--- src/rtl/acq_pkg.sv ---
// Shared definitions for the acquisition sequencer: trigger modes, FSM states
// and the position of the mode field inside the trigger config word.
package acq_pkg;

  localparam logic [7:0] MODE_UNTRIG = 8'd0;
  localparam logic [7:0] MODE_GT     = 8'd1;
  localparam logic [7:0] MODE_LT     = 8'd2;
  localparam logic [7:0] MODE_IMM    = 8'd3;
  localparam logic [7:0] MODE_HARD   = 8'd4;

  localparam int MODE_MSB = 23;
  localparam int MODE_LSB = 16;

  typedef enum logic [2:0] {
    IDLE,
    PRETRIG,
    WAIT_TRIG,
    POSTTRIG,
    DONE
  } acq_state_e;

endpackage

--- src/rtl/acq_len_counter.sv ---
// Loadable down-counter used for the pre- and post-trigger sample counts.
// last_o flags that the next decrement brings the count to zero.
module acq_len_counter #(
  parameter int W = 13
) (
  input  logic         clk,
  input  logic         reset,
  input  logic         load_i,
  input  logic [W-1:0] load_val_i,
  input  logic         dec_i,
  output logic         zero_o,
  output logic         last_o
);

  logic [W-1:0] count_q, count_d;

  always_comb begin
    count_d = count_q;
    if (load_i)
      count_d = load_val_i;
    else if (dec_i)
      count_d = count_q - W'(1);
  end

  // NOTE: sequential state uses non-blocking assignments so every register
  // samples its pre-edge inputs, independent of statement order.
  always_ff @(posedge clk or posedge reset) begin
    if (reset)
      count_q <= '0;
    else
      count_q <= count_d;
  end

  assign zero_o = (count_q == '0);
  assign last_o = (count_q == W'(1));

endmodule

--- src/rtl/acq_sequencer.sv ---
// Sequences one acquisition around trigger_unit: arm, pre-trigger fill, wait for
// trigger, post-trigger capture, hand-off to readout via done/rd_ack.
module acq_sequencer
  import acq_pkg::*;
#(
  parameter int WIDTH  = 24,
  parameter int ADDR_W = 12
) (
  input  logic              clk,
  input  logic              reset,
  input  logic              arm,
  input  logic              abort,
  input  logic [7:0]        cfg_mode,
  input  logic [15:0]       cfg_threshold,
  input  logic [ADDR_W-1:0] pre_len,
  input  logic [ADDR_W-1:0] post_len,
  input  logic              adc_valid,
  input  logic              trig_condition,
  input  logic              rd_ack,
  output logic [WIDTH-1:0]  trig_cfg,
  output logic              wr_en,
  output logic [ADDR_W-1:0] wr_addr,
  output logic [ADDR_W-1:0] trig_addr,
  output logic              busy,
  output logic              done,
  output logic              cfg_err
);

  localparam int CNT_W = ADDR_W + 1;
  localparam int SUM_W = ADDR_W + 2;
  localparam logic [SUM_W-1:0] DEPTH_W = {2'b01, {ADDR_W{1'b0}}};

  acq_state_e        state_q, state_d;
  logic [7:0]        mode_q, mode_d;
  logic [15:0]       thr_q, thr_d;
  logic [ADDR_W-1:0] post_q, post_d;
  logic [ADDR_W-1:0] wr_addr_q, wr_addr_d;
  logic [ADDR_W-1:0] trig_addr_q, trig_addr_d;
  logic [WIDTH-1:0]  trig_cfg_q, trig_cfg_d;
  logic              cfg_err_q, cfg_err_d;

  logic              cnt_load, cnt_zero, cnt_last;
  logic [CNT_W-1:0]  cnt_val;
  logic              arm_fits;

  assign arm_fits = ({2'b00, pre_len} + {2'b00, post_len} + SUM_W'(1)) <= DEPTH_W;
  assign wr_en    = adc_valid && (state_q inside {PRETRIG, WAIT_TRIG, POSTTRIG});

  acq_len_counter #(.W(CNT_W)) u_len_cnt (
    .clk        (clk),
    .reset      (reset),
    .load_i     (cnt_load),
    .load_val_i (cnt_val),
    .dec_i      (wr_en && !cnt_zero),
    .zero_o     (cnt_zero),
    .last_o     (cnt_last)
  );

  // NOTE: every output of this block gets a default first, so no branch can
  // leave a signal unassigned and infer a latch.
  always_comb begin
    state_d     = state_q;
    mode_d      = mode_q;
    thr_d       = thr_q;
    post_d      = post_q;
    wr_addr_d   = wr_en ? wr_addr_q + ADDR_W'(1) : wr_addr_q;
    trig_addr_d = trig_addr_q;
    cfg_err_d   = 1'b0;
    cnt_load    = 1'b0;
    cnt_val     = '0;

    unique case (state_q)
      IDLE: begin
        if (arm) begin
          if (!arm_fits) begin
            cfg_err_d = 1'b1;
          end else begin
            mode_d    = cfg_mode;
            thr_d     = cfg_threshold;
            post_d    = post_len;
            wr_addr_d = '0;
            cnt_load  = 1'b1;
            cnt_val   = {1'b0, pre_len};
            state_d   = (pre_len == '0) ? WAIT_TRIG : PRETRIG;
          end
        end
      end
      PRETRIG:  if (wr_en && cnt_last) state_d = WAIT_TRIG;
      WAIT_TRIG: begin
        // With no sample this cycle the next write lands on wr_addr anyway,
        // so the trigger address is the current write pointer in both cases.
        if (trig_condition && mode_q != MODE_UNTRIG) begin
          trig_addr_d = wr_addr_q;
          if (adc_valid && post_q == '0) begin
            state_d = DONE;
          end else begin
            state_d  = POSTTRIG;
            cnt_load = 1'b1;
            cnt_val  = {1'b0, post_q} + {{ADDR_W{1'b0}}, ~adc_valid};
          end
        end
      end
      POSTTRIG: if (wr_en && cnt_last) state_d = DONE;
      DONE:     if (rd_ack) state_d = IDLE;
      default:  state_d = IDLE;
    endcase

    if (abort) begin
      state_d     = IDLE;
      mode_d      = mode_q;
      thr_d       = thr_q;
      post_d      = post_q;
      wr_addr_d   = wr_addr_q;
      trig_addr_d = trig_addr_q;
      cfg_err_d   = 1'b0;
      cnt_load    = 1'b0;
    end

    trig_cfg_d = '0;
    trig_cfg_d[MODE_MSB:MODE_LSB] = (state_d == WAIT_TRIG) ? mode_d : MODE_UNTRIG;
    trig_cfg_d[15:0] = thr_d;
  end

  always_ff @(posedge clk or posedge reset) begin
    if (reset) begin
      state_q     <= IDLE;
      mode_q      <= MODE_UNTRIG;
      thr_q       <= '0;
      post_q      <= '0;
      wr_addr_q   <= '0;
      trig_addr_q <= '0;
      trig_cfg_q  <= '0;
      cfg_err_q   <= 1'b0;
    end else begin
      state_q     <= state_d;
      mode_q      <= mode_d;
      thr_q       <= thr_d;
      post_q      <= post_d;
      wr_addr_q   <= wr_addr_d;
      trig_addr_q <= trig_addr_d;
      trig_cfg_q  <= trig_cfg_d;
      cfg_err_q   <= cfg_err_d;
    end
  end

  assign trig_cfg  = trig_cfg_q;
  assign wr_addr   = wr_addr_q;
  assign trig_addr = trig_addr_q;
  assign cfg_err   = cfg_err_q;
  assign busy      = state_q inside {PRETRIG, WAIT_TRIG, POSTTRIG};
  assign done      = (state_q == DONE);

endmodule

--- config.mk ---
export PLATFORM = sky130hd
export DESIGN_NAME = acq_sequencer
export DESIGN_NICKNAME = d
export VERILOG_FILES = /design/src/rtl/acq_pkg.sv /design/src/rtl/acq_len_counter.sv /design/src/rtl/acq_sequencer.sv
export SDC_FILE = /design/constraint.sdc
export NUM_CORES = 1
export LEC_CHECK = 0
export BUFFER_PORTS_ARGS = -buffer_cell sky130_fd_sc_hd__clkbuf_2
export CORE_MARGIN = 1.5
export CORE_UTILIZATION = 25
export CTS_CLUSTER_DIAMETER = 50
export DETAILED_ROUTE_END_ITERATION = 7
export PLACE_DENSITY_LB_ADDON = 0.25
export SYNTH_ARGS = -nofsm -noshare
export SYNTH_HDL_FRONTEND = slang
export SYNTH_SLANG_ARGS = --single-unit
--- constraint.sdc ---
create_clock -name clk -period 3.5 [get_ports clk]
set_input_delay 0.175 -clock clk [delete_from_list [all_inputs] [get_ports clk]]
set_output_delay 0.175 -clock clk [all_outputs]
set_load 0.1 [all_outputs]
# Yosys cells after proc, flatten, opt, wreduce, memory -nomap -nowiden
# Cells that the tools add are included.
[classes]
n_addsub = 5
n_lt_le_gt_ge = 1
n_eq_ne = 6
muxes = 40
bitwise = 2
reduce_logical = 15
[ops]
columns = ["op", "count"]
rows = [
  ["$mux 12", 6],
  ["$mux 16", 4],
  ["$mux 13", 4],
  ["$mux 8", 5],
  ["$pmux 13 s2", 1],
  ["$logic_not 12->1", 2],
  ["$mux 3", 8],
  ["$pmux 3 s5", 1],
  ["$add 13x1->14 const B", 1],
  ["$le 14x13->1 const B", 1],
  ["$add 12x1->13", 1],
  ["$add 12x12->13", 1],
  ["$eq 13x1->1 const B", 1],
  ["$logic_not 13->1", 1],
  ["$sub 13x1->13 const B", 1],
  ["$add 12x1->12 const B", 1],
  ["$eq 3x2->1 const B", 3],
  ["$mux 1", 9],
  ["$reduce_bool 8->1", 1],
  ["$logic_and 1x1->1", 5],
  ["$reduce_and 4->1", 1],
  ["$eq 3x1->1 const B", 1],
  ["$eq 3x3->1 const B", 1],
  ["$logic_not 3->1", 1],
  ["7 further kinds", 8],
]
[totals]
ff_bits = 101
output_inout_bits = 52
elab_cells = 78

# Longest topological paths before layout
# Gate-level depths: netlist of run 1.
[depth]
depth_word = 9
mapped_depth = 12
mapped_depth_nobuf = 10

# Modules after synthesis
# From an unflattened synthesis of run 1, not the netlist that was laid out.
[unflattened]
cells_unflattened = 486
hier_area_um2 = 5023.6
[modules_own_cells]
columns = ["module", "n_inst", "cells_per_inst", "area_per_inst_um2", "seq_area_each_um2"]
rows = [
  ["acq_sequencer", 1, 390, 4144.0, 1801.7],
  ["acq_len_counter", 1, 96, 879.6, 325.3],
]

# Worst setup path after synthesis of run 1
# OpenSTA, ideal clock, no wires.
[synth_path]
path_kind = "register -> register"
from = "register state_q[0]"
to = "register u_len_cnt.count_q[5]"
setup_time_ns = 0.141
arrival_ns = 4.296
required_time_ns = 3.359
path_slack_ns = -0.936
stages_incl_launch_ff = 9
path_buffers = 1
synth_period_minus_slack_ns = 4.436
cell_sequence = "dfrtp_1 -> clkbuf_1 -> nor2_1 -> nor3_1 -> o41ai_4 -> or3_4 -> nor4_1 -> xnor2_1 -> o221ai_1"
[synth_between]
elab_chain_cells = 5
word_cells_on_any_way = 12
cone_classes = "eq/ne (3); mux (4); reduce/logical (5)"
[synth_rtl]
columns = ["item", "line", "source"]
rows = [
  ["start: declaration", "acq_sequencer.sv:33", "acq_state_e state_q, state_d;"],
  ["start signal: assignment", "acq_sequencer.sv:135", "state_q <= state_d;"],
  ["$eq 3x1->1 or $eq 3x2->1 (tied branches)", "acq_sequencer.sv:47", "assign wr_en = adc_valid && (state_q inside {PRETRIG, WAIT_TRIG, POSTTRIG});"],
  ["$reduce_bool 3->1 *", "acq_sequencer.sv:47", ""],
  ["$logic_and 1x1->1 *", "acq_sequencer.sv:47", ""],
  ["named net wr_en", "acq_sequencer.sv:21", "output logic wr_en,"],
  ["$logic_and 1x1->1 *", "acq_sequencer.sv:54", ".dec_i (wr_en && !cnt_zero),"],
  ["$reduce_bool 2->1 (no line) *", "n/a", ""],
  ["end signal: assignment", "acq_len_counter.sv:31", "count_q <= count_d;"],
  ["end: declaration", "acq_len_counter.sv:15", "logic [W-1:0] count_q, count_d;"],
]
# Mark *: on every way through the listed nets, which the timed path passes. The rest lies on a longest branch.
# A chain may end at the register's enable or synchronous reset.

# Worst setup path in the final report of run 1
[layout_path]
from = "register u_len_cnt.count_q[2]"
to = "register trig_cfg_q[17], in the netlist trig_cfg[17]"
[layout_between]
elab_chain_cells = 7
word_cells_on_any_way = 8
cone_classes = "eq/ne (2); mux (5); reduce/logical (1)"
[layout_rtl]
columns = ["item", "line", "source"]
rows = [
  ["$eq 13x1->1 *", "acq_len_counter.sv:35", "assign last_o = (count_q == W'(1));"],
  ["$logic_and 1x1->1 *", "acq_sequencer.sv:88, acq_sequencer.sv:103", ""],
  ["$mux 3, on equally long branches", "acq_sequencer.sv:103, acq_sequencer.sv:88", ""],
  ["$pmux 3 s5 *", "acq_sequencer.sv:72", "unique case (state_q)"],
  ["$mux 3 *", "acq_sequencer.sv:108", "if (abort) begin"],
  ["$eq 3x2->1 *", "acq_sequencer.sv:120", "trig_cfg_d[MODE_MSB:MODE_LSB] = (state_d == WAIT_TRIG) ? mode_d : MODE_UNTRIG;"],
  ["$mux 8 *", "acq_sequencer.sv:120", ""],
  ["named net trig_cfg_d[17]", "acq_sequencer.sv:39", "logic [WIDTH-1:0] trig_cfg_q, trig_cfg_d;"],
  ["end signal: assignment", "acq_sequencer.sv:141", "trig_cfg_q <= trig_cfg_d;"],
  ["end: declaration", "acq_sequencer.sv:39", ""],
]
# Marked as above.

==> results of run 1 <==
layout make-up:
| class | instances | area, um^2 | share of cell area (%) |
|---|---|---|---|
| Multi-Input combinational cell | 403 | 2540 | 43.2 |
| Sequential cell | 85 | 2130 | 36.2 |
| Timing Repair Buffer | 113 | 583 | 9.92 |
| Tap cell | 234 | 293 | 4.98 |
| Clock buffer | 11 | 243 | 4.13 |
| Inverter | 13 | 50.0 | 0.851 |
| Clock inverter | 5 | 42.5 | 0.724 |
layer usage:
metal | global-route usage, % | up-vias | part of all wire (%)
li1 | - | 2036 | -
met1 | 18.9 | 2018 | 47
met2 | 21.7 | 109 | 48
met3 | 2.83 | 12 | 4.6
met4 | 4.02 | 0 | 1.1
met5 | 0 | - | 0
power groups by stage:
stage	clock (uW)	combinational, uW	sequential [uW]
6_report	927	1080	1340
4_1_cts	958	1090	1330
3_5_place_dp	0	1090	1350
5_1_grt	1010	1180	1360
3_3_place_gp	0	1070	1340
2_1_floorplan	0	473	1700
critical path: cells and delay by family, from the launching register on:
kind	cells	cell delay (ns)
AO/OA/AOI/OAI	3	0.98
flip-flops	1	0.43
AND/OR/NAND/NOR	5	1.54
layout by cell type (no fill, tap or decap), drive strengths merged, types with 7 or more instances in the layout:
cell type  count
o21ai         16
inv           15
mux2          13
o221ai         9
nor3           7
nand3         15
nand2        134
a22o           9
clkbuf       117
nand4          8
nor2          32
a21oi         15
and3           8
xnor2         21
buf            7
dfrtp         85
nor4          12
ha            17
xor2          15
logic make-up (layout without fill, tap and decap cells):
logic type,count (synthesis),after routing,synth area share [%]
xor gates and xnor gates,36,36,6.57
adders and majority gates,17,17,4.43
buffers and inverters,34,142,2.95
DFF,85,85,44.3
and+or+nand+nor,243,243,23.7
AOI/OAI and AO/OA,91,91,14.4
muxes,16,16,3.68
metrics by stage:
step / area [um^2] / instances / worst slack, ns
floorplan: 4800 / 522 / 0.154
global placement: 5590 / 848 / 0.390
global route: 5880 / 864 / 0.290
detailed placement: 5590 / 848 / 0.383
CTS: 5880 / 864 / 0.510
finish: 5880 / 864 / 0.489
flip-flops by register name (all words and copies together), names as in the netlist:
name               flops
post_q                12
wr_addr               12
u_len_cnt.count_q     13
mode_q                 8
cfg_err                1
trig_cfg              24
trig_addr             12
state_q                3
path summary, 6_finish.rpt:
check                                      from           end  slack (ns)  cells after the start
setup / recovery           u_len_cnt.count_q[2]  trig_cfg[17]        0.49                      8
hold / removal                            reset  trig_addr[4]       -0.02                      2
setup reg to reg           u_len_cnt.count_q[2]  trig_cfg[17]        0.49                      8
hold reg to reg                     trig_cfg[5]   trig_cfg[5]        0.48                      2
max in group asynchronous                 reset     post_q[9]        2.54                      3
min in group clk               cfg_threshold[0]   trig_cfg[0]        0.03                      3
==> metrics.txt, run 1 <==
setup violators final=0; GPL Wtd Cong=0.859; startpoint class of the critical path=flip-flop; sequential-to-total area share from yosys stat=44.3%; Slew Limit Fails=0; CTS tree=done; Total Routing Usage GR=13.7%; Ports=between 100 and 150; crit path DAT=3.28 ns; Sum Neg Setup Slack=0 ns; Max VDD drop=approximately 200 uV; Die X=about 140 um; Leak Pwr=around 0.0029 uW; CTS sink cnt=85; Logic pwr share=32.3%; CTS resizes=0; Avg Inst Size Synth=just over 9 um^2; DRT iter0 DRCs=204; Core ar.=18800 um^2; syn nets=594; Via density=4.83; Post-CTS Setup Inserts=0; largest net degree at the start of global routing=53; total power=roughly 3300 uW; clk slew on worst S/H paths=0.07 ns; fmax=0.332 GHz; DIE HEIGHT=142 um; DRT Pass-1 Iters=8; Setup Skew=0.00952 ns; cell taking the most area after synthesis=dfrtp_1; CTS Hold Bufs=0; Post-synth top flop=dfrtp_1; Required @ worst endpoint=3.77 ns; pwr dens=569 nW/um^2; total global routing overflow=0; setup repair after global routing missed its margin=no; Mapped Area=4800 um^2; Root Driver=clkbuf_16; Clock power frac=27.7%; vias=approximately 4200; Area contributors post-synth=dfrtp_1 (44%), nand2_1 (10%), ha_1 (4.4%); Max-Cap Viols=0; run status=finished with violations; vias in the first global route=between 4000 and 5000; synthesis-stage register bit count=85; number of flops mapped to enable cells by yosys=0; DIE AREA=20000 um^2; initial antenna violation count=0; Final Cycle Share=between 80% and 90%; cts bufs inserted=9; Syn Inst Count=522; fillcell total=1990; Worst-Skew Late Latency=0.34 ns; worst-path fanout max=8; DRC=0; Sw Pwr=1370 uW; clk buf depth=2; post-detail-place hpwl=10400 um; Seq pwr share=40.0%; Max stage delay cell, worst path=a211oi_2; antenna cell count=0; Critical Path Max Stage Delay=0.60 ns; number of routed nets with antenna violations=0; area fraction of the dominant cell type after synthesis=between 40 and 50%; Hold Crit Class=in2async; Worst Max-Slew Pin Slew=0.892 ns; WL final=13400 um; Initial Utilization=about a quarter; ratio of cells with drive above 1 in the final layout=between 20% and 30%; Min Clock Period, post-route=3.01 ns; Max H-tree Level=3; first-pass GRT wire length=around 22000 um; Layout Utilization=31.3%; critical path class=reg2reg; Pint=a little under 2000 uW; Netlist cell types=57; CP Cell Sequence=or4_4 -> or3_4 -> nor4_4 -> nand2_1 -> nor4_2 -> a21oi_1 -> a211oi_2 -> a22o_1; Area growth syn-to-layout=22.5%; failing checks=hold timing; CP endpoint kind=flip-flop; Commonest cells post-synth=nand2_1 (134), dfrtp_1 (85), nor2_1 (32); worst hold margin=-0.0245 ns; synth warn=0; Routed wire per std cell=between 15 and 20 um; row count=50; Switching Fraction=41.0%; I/O Buffers=roughly 110; most common cell in the netlist=nand2_1; Hold Fails Final Rpt=47; Nets=~700; ys async rst share=100%; headroom to the max-slew limit=40.5%
(Power assumes the default switching activity.)
==> run 2, diff against run 1 <==
--- a/config.mk
+++ b/config.mk
@@ -7,7 +7,7 @@
 export LEC_CHECK = 0
 export BUFFER_PORTS_ARGS = -buffer_cell sky130_fd_sc_hd__clkbuf_2
 export CORE_MARGIN = 1.5
-export CORE_UTILIZATION = 25
+export CORE_UTILIZATION = 55
 export CTS_CLUSTER_DIAMETER = 50
 export DETAILED_ROUTE_END_ITERATION = 7
 export PLACE_DENSITY_LB_ADDON = 0.25
==> run 2 against run 1 <==
Design area down 3.0%. Fmax up 1.3%. Non-clock buffer count up 8. Worst hold slack better by 0.027 ns. Highest routed layer unchanged. Worst setup slack better by 0.039 ns. Core utilization up 37 points. The flow now finishes without violations. First-iteration DRC count up 25%.
==> metrics.txt, run 2 (synthesis gave the netlist of run 1 again) <==
vias=4283; vias in the first global route=4211; critical path launch point=u_len_cnt.count_q[2]; clk slew on worst S/H paths=0.09 ns; design area=5700 um^2; Sum Neg Setup Slack=0 ns; Max H-tree Level=3; Ports=107; Core ar.=8340 um^2; initial antenna violation count=0; I/O Buffers=about 110; Area growth syn-to-layout=18.9%; Die X=96.4 um; Placed Area=5420 um^2; Required @ worst endpoint=3.80 ns; max reg flops=24; headroom to the max-slew limit=29.3%; run status=finished clean; Final Cycle Share=84.9%; largest net degree at the start of global routing=64; Max-Cap Viols=0; commonest non-fill, non-tap cell in the layout=nand2_1; Setup Skew=0.00741 ns; CTS tree=done; Worst R2R End=trig_cfg[18]; DRC=0; WL final=11800 um; DRT Pass-1 Iters=5; Nets=between 700 and 800; Total Routing Usage GR=27.3%; DRT iter0 DRCs=255; CTS sink cnt=85; Leak Pwr=0.00283 uW; worst-path fanout max=8; critical path class=reg2reg; total power=roughly 3100 uW; critical register-to-register path startpoint=u_len_cnt.count_q[2]; worst reg2reg setup slack=roughly 0.53 ns; Hold Fails Final Rpt=0; Post-CTS Setup Inserts=0; number of routed nets with antenna violations=0; first-pass GRT wire length=between 15000 and 20000 um; Worst-Skew Late Latency=0.37 ns; Initial Utilization=~58%; post-detail-place hpwl=between 8000 and 9000 um; total global routing overflow=0; cts bufs inserted=9; clk buf depth=2; DIE HEIGHT=slightly below 100 um; Root Driver=clkbuf_8; Routed wire per std cell=~16 um; Min Clock Period, post-route=a little under 3 ns; final worst slack=0.527 ns; setup violators final=0; Worst Max-Slew Pin Slew=1.06 ns; ratio of cells with drive above 1 in the final layout=24.9%; Hold Crit Class=in2async; Worst R2R Path Depth=7; Via density=5.76; pwr dens=~540 nW/um^2; DIE AREA=between 9000 and 10000 um^2; startpoint class of the critical path=flip-flop; GPL Wtd Cong=0.984; leading cell types in the layout, fill and taps excluded=nand2_1 (134), clkbuf_2 (106), dfrtp_1 (85); crit path DAT=3.27 ns; Max VDD drop=between 400 and 500 uV; fmax=0.336 GHz; CP endpoint kind=flip-flop; fillcell total=666; Slew Limit Fails=0; row count=33; post-place setup slack=0.515 ns; setup repair after global routing missed its margin=no; antenna cell count=0
## run 2: worst max path at each step
stage / end / slack, ns / cells after the start
floorplan: u_len_cnt.count_q[5] / 0.15 / 8
global placement: u_len_cnt.count_q[10] / 0.61 / 10
detailed placement: u_len_cnt.count_q[3] / 0.51 / 10
CTS: trig_cfg[18] / 0.56 / 7
global route: trig_cfg[18] / 0.38 / 8
finish: trig_cfg[18] / 0.53 / 7
## run 2: critical path, stage by stage (launching register included)
cell,delay (ns)
dfrtp_1,0.43
or4_4,0.56
or3_4,0.38
nor4_4,0.32
o21ai_0,0.17
nand3b_1,0.25
a211oi_2,0.56
a22o_1,0.25
## run 2: what timing repair did
item                                    CTS  global route
endpoints found under the hold margin     9             0
gates resized for setup                   0             0
hold buffers                              9             0
endpoints found under the setup margin    0             0
## run 2: cell type report
type	count	area [um^2]	area share, %
clock buffer	10	138	2.41
clock inverter	6	52.6	0.921
inverter	13	50.0	0.877
multi-input combinational	403	2540	44.5
sequential	85	2130	37.3
tap	105	131	2.30
timing repair buffer	121	666	11.7
## run 2: metrics by stage
step | hold WS, ns | std cells | util [%]
final | 0.00258 | 743 | 68.4
after global routing | 0.000605 | 743 | 68.4
after CTS | 0.000412 | 743 | 68.4
after detailed placement | 0.372 | 718 | 65.0
after global placement | 0.363 | 718 | 65.0
after floorplan | 0.253 | 522 | -
## run 2: power by group
group	total, uW	internal [uW]	switching [uW]
clock	679	288	390
sequential	1330	1160	177
combinational	1090	313	779
total	3100	1760	1350
## run 2: layer usage
layer  GRT usage, %  part of all wire [%]  up-vias
met5              0                     0        -
met4           11.1                   2.5        0
met3           4.85                   6.3       22
met2           45.1                    48      147
met1           35.6                    43     2047
li1               -                     -     2067
==> run 3, diff against run 2 <==
==> constraint.sdc (replaced) <==
create_clock -name clk -period 2.8 [get_ports clk]
set_input_delay 0.14 -clock clk [delete_from_list [all_inputs] [get_ports clk]]
set_output_delay 0.14 -clock clk [all_outputs]
set_load 0.1 [all_outputs]
==> run 3 against run 2 <==
Core utilization rose by 5.4 points. Worst hold slack improved by 0.0041 ns. Die area did not move. Clock power grew 31%. Non-clock buffer count increased by 33.
==> metrics.txt, run 3 (synthesis gave the netlist of run 1 again) <==
cts bufs inserted=9; CTS sink cnt=85; Max stage delay cell, worst path=dlygate4sd3_1; Critical Path Max Stage Delay=roughly 0.55 ns; row count=33; hold wc startpoint=post_len[1]; clk buf depth=2; Root Driver=clkbuf_8; DIE AREA=roughly 9300 um^2; Max VDD drop=494 uV; vias in the first global route=4253; Clock power frac=22.1%; initial antenna violation count=0; largest net degree at the start of global routing=44; clk slew on worst S/H paths=~0.090 ns; Max H-tree Level=3; Leak Pwr=between 0.003 and 0.004 uW; max reg flops=24; vias=4446; Hold Crit Class=in2reg; run status=finished clean; Setup Skew=0.0131 ns; Max-Cap Viols=0; CP endpoint kind=flip-flop; fmax=between 0.3 and 0.4 GHz; GPL Wtd Cong=0.981; Pint=2330 uW; headroom to the max-slew limit=43.1%; WL final=12500 um; first-pass GRT wire length=between 20000 and 25000 um; I/O Buffers=106; Area growth syn-to-layout=28.4%; Worst Max-Slew Pin Slew=0.832 ns; Routed wire per std cell=16.1 um; CTS tree=done; setup violators final=0; Required @ worst endpoint=3.04 ns; Total Routing Usage GR=28.0%; Sw Pwr=1690 uW; Initial Utilization=57.5%; Layout Utilization=73.8%; leading cell types in the layout, fill and taps excluded=nand2_1 (133), clkbuf_2 (106), dfrtp_1 (85); critical path class=in2reg; multi-input logic area=2630 um^2; antenna cell count=0; Ports=107; Worst R2R End=u_len_cnt.count_q[5]; worst min-delay path endpoint=post_q[1]; Worst R2R Path Depth=8; Hold Fails Final Rpt=0; Switching Fraction=around 42%; ratio of cells with drive above 1 in the final layout=27.4%; Seq pwr share=41.2%; DRT Pass-1 Iters=5; hold path cells=3; crit path DAT=just under 3 ns; FF/Latch Area=between 2000 and 2500 um^2; worst-path fanout max=8; fillcell total=604; startpoint class of the critical path=input pin; DIE HEIGHT=96.4 um; Worst-Skew Late Latency=about 0.36 ns; DRT iter0 DRCs=296; Core ar.=8340 um^2; commonest non-fill, non-tap cell in the layout=nand2_1; worst hold margin=0.00664 ns; Final Cycle Share=97.2%; Min Clock Period, post-route=2.72 ns; critical register-to-register path startpoint=u_len_cnt.count_q[2]; Sum Neg Setup Slack=0 ns; Die X=96.4 um; number of routed nets with antenna violations=0; DRC=0; Via density=5.73; total global routing overflow=0; Nets=738; Slew Limit Fails=0; Logic pwr share=36.6%; post-detail-place hpwl=8690 um; CP Cell Sequence=dlygate4sd3_1 -> clkbuf_2 -> ha_4 -> buf_6 -> o21a_1 -> o211ai_1 -> a311oi_1 -> a2bb2oi_2 -> o211ai_1 -> o21bai_1 -> buf_4 -> a211oi_4 -> buf_6 -> a22o_1; worst reg2reg setup slack=0.11 ns; pwr dens=652 nW/um^2
run 3: cell count changes in the layout (fill, tap and decap cells not counted), moves of 3 or more:
cell	before	now
buf_12	0	3
buf_4	6	15
buf_6	0	4
dlygate4sd3_1	9	25
run 3: power by group through the flow:
| stage | Clock [uW] | Sequential [uW] | Combinational (uW) |
|---|---|---|---|
| after floorplan | 0 | 2130 | 593 |
| after global placement | 0 | 1660 | 1370 |
| after detailed placement | 0 | 1660 | 1400 |
| after CTS | 899 | 1650 | 1440 |
| after global routing | 959 | 1690 | 1580 |
| final | 889 | 1660 | 1470 |
run 3: per-layer routing:
metal / vias to the layer above / routed length [um] / GRT usage (%)
met2: 173 / 6130 / 46.8
met1: 2132 / 5340 / 36.8
met4: 0 / 218 / 7.85
met3: 21 / 828 / 6.03
li1: 2120 / - / -
met5: - / 0 / 0
run 3: what timing repair did:
| action | CTS | global route |
|---|---|---|
| buffers inserted | 2 | 1 |
| gates cloned | 0 | 1 |
| hold buffers | 25 | 0 |
| setup endpoints to repair | 8 | 70 |
| pin swaps | 2 | 10 |
| gates resized for setup | 3 | 17 |
| hold endpoints to repair | 66 | 0 |
run 3: worst max path at each step:
stage / start / to / slack, ns / cells after the start
final: post_len[5] / trig_cfg[21] / 0.08 / 14
after global routing: post_len[5] / trig_cfg[21] / -0.08 / 14
after CTS: post_len[5] / trig_cfg[21] / 0.01 / 13
after detailed placement: u_len_cnt.count_q[2] / trig_cfg[21] / -0.08 / 8
after global placement: u_len_cnt.count_q[2] / trig_cfg[16] / 0.03 / 7
after floorplan: state_q[2] / u_len_cnt.count_q[5] / 0.04 / 7
run 3: layout make-up:
| cell class | count | area share (%) |
|---|---|---|
| Sequential cell | 85 | 34.5 |
| Timing Repair Buffer | 154 | 16.6 |
| Tap cell | 105 | 2.13 |
| Inverter | 13 | 0.813 |
| Clock buffer | 10 | 2.07 |
| Multi-Input combinational cell | 403 | 42.7 |
| Clock inverter | 6 | 1.16 |
run 3: critical path: cells and delay by family:
family	cells	cell delay, ns
buffers and inverters	5	1.15
adders and majority gates	1	0.27
AOI/OAI and AO/OA	8	1.40
run 3: through the flow:
stage | std cells | setup slack [ns] | total power (uW) | instance area [um^2]
global placement | 731 | 0.0259 | 3030 | 5570
finish | 776 | 0.0780 | 4020 | 6160
detailed placement | 731 | -0.0784 | 3070 | 5570
CTS | 774 | 0.0130 | 3980 | 6050
global route | 776 | -0.0763 | 4220 | 6160
floorplan | 522 | 0.0383 | 2720 | 4810
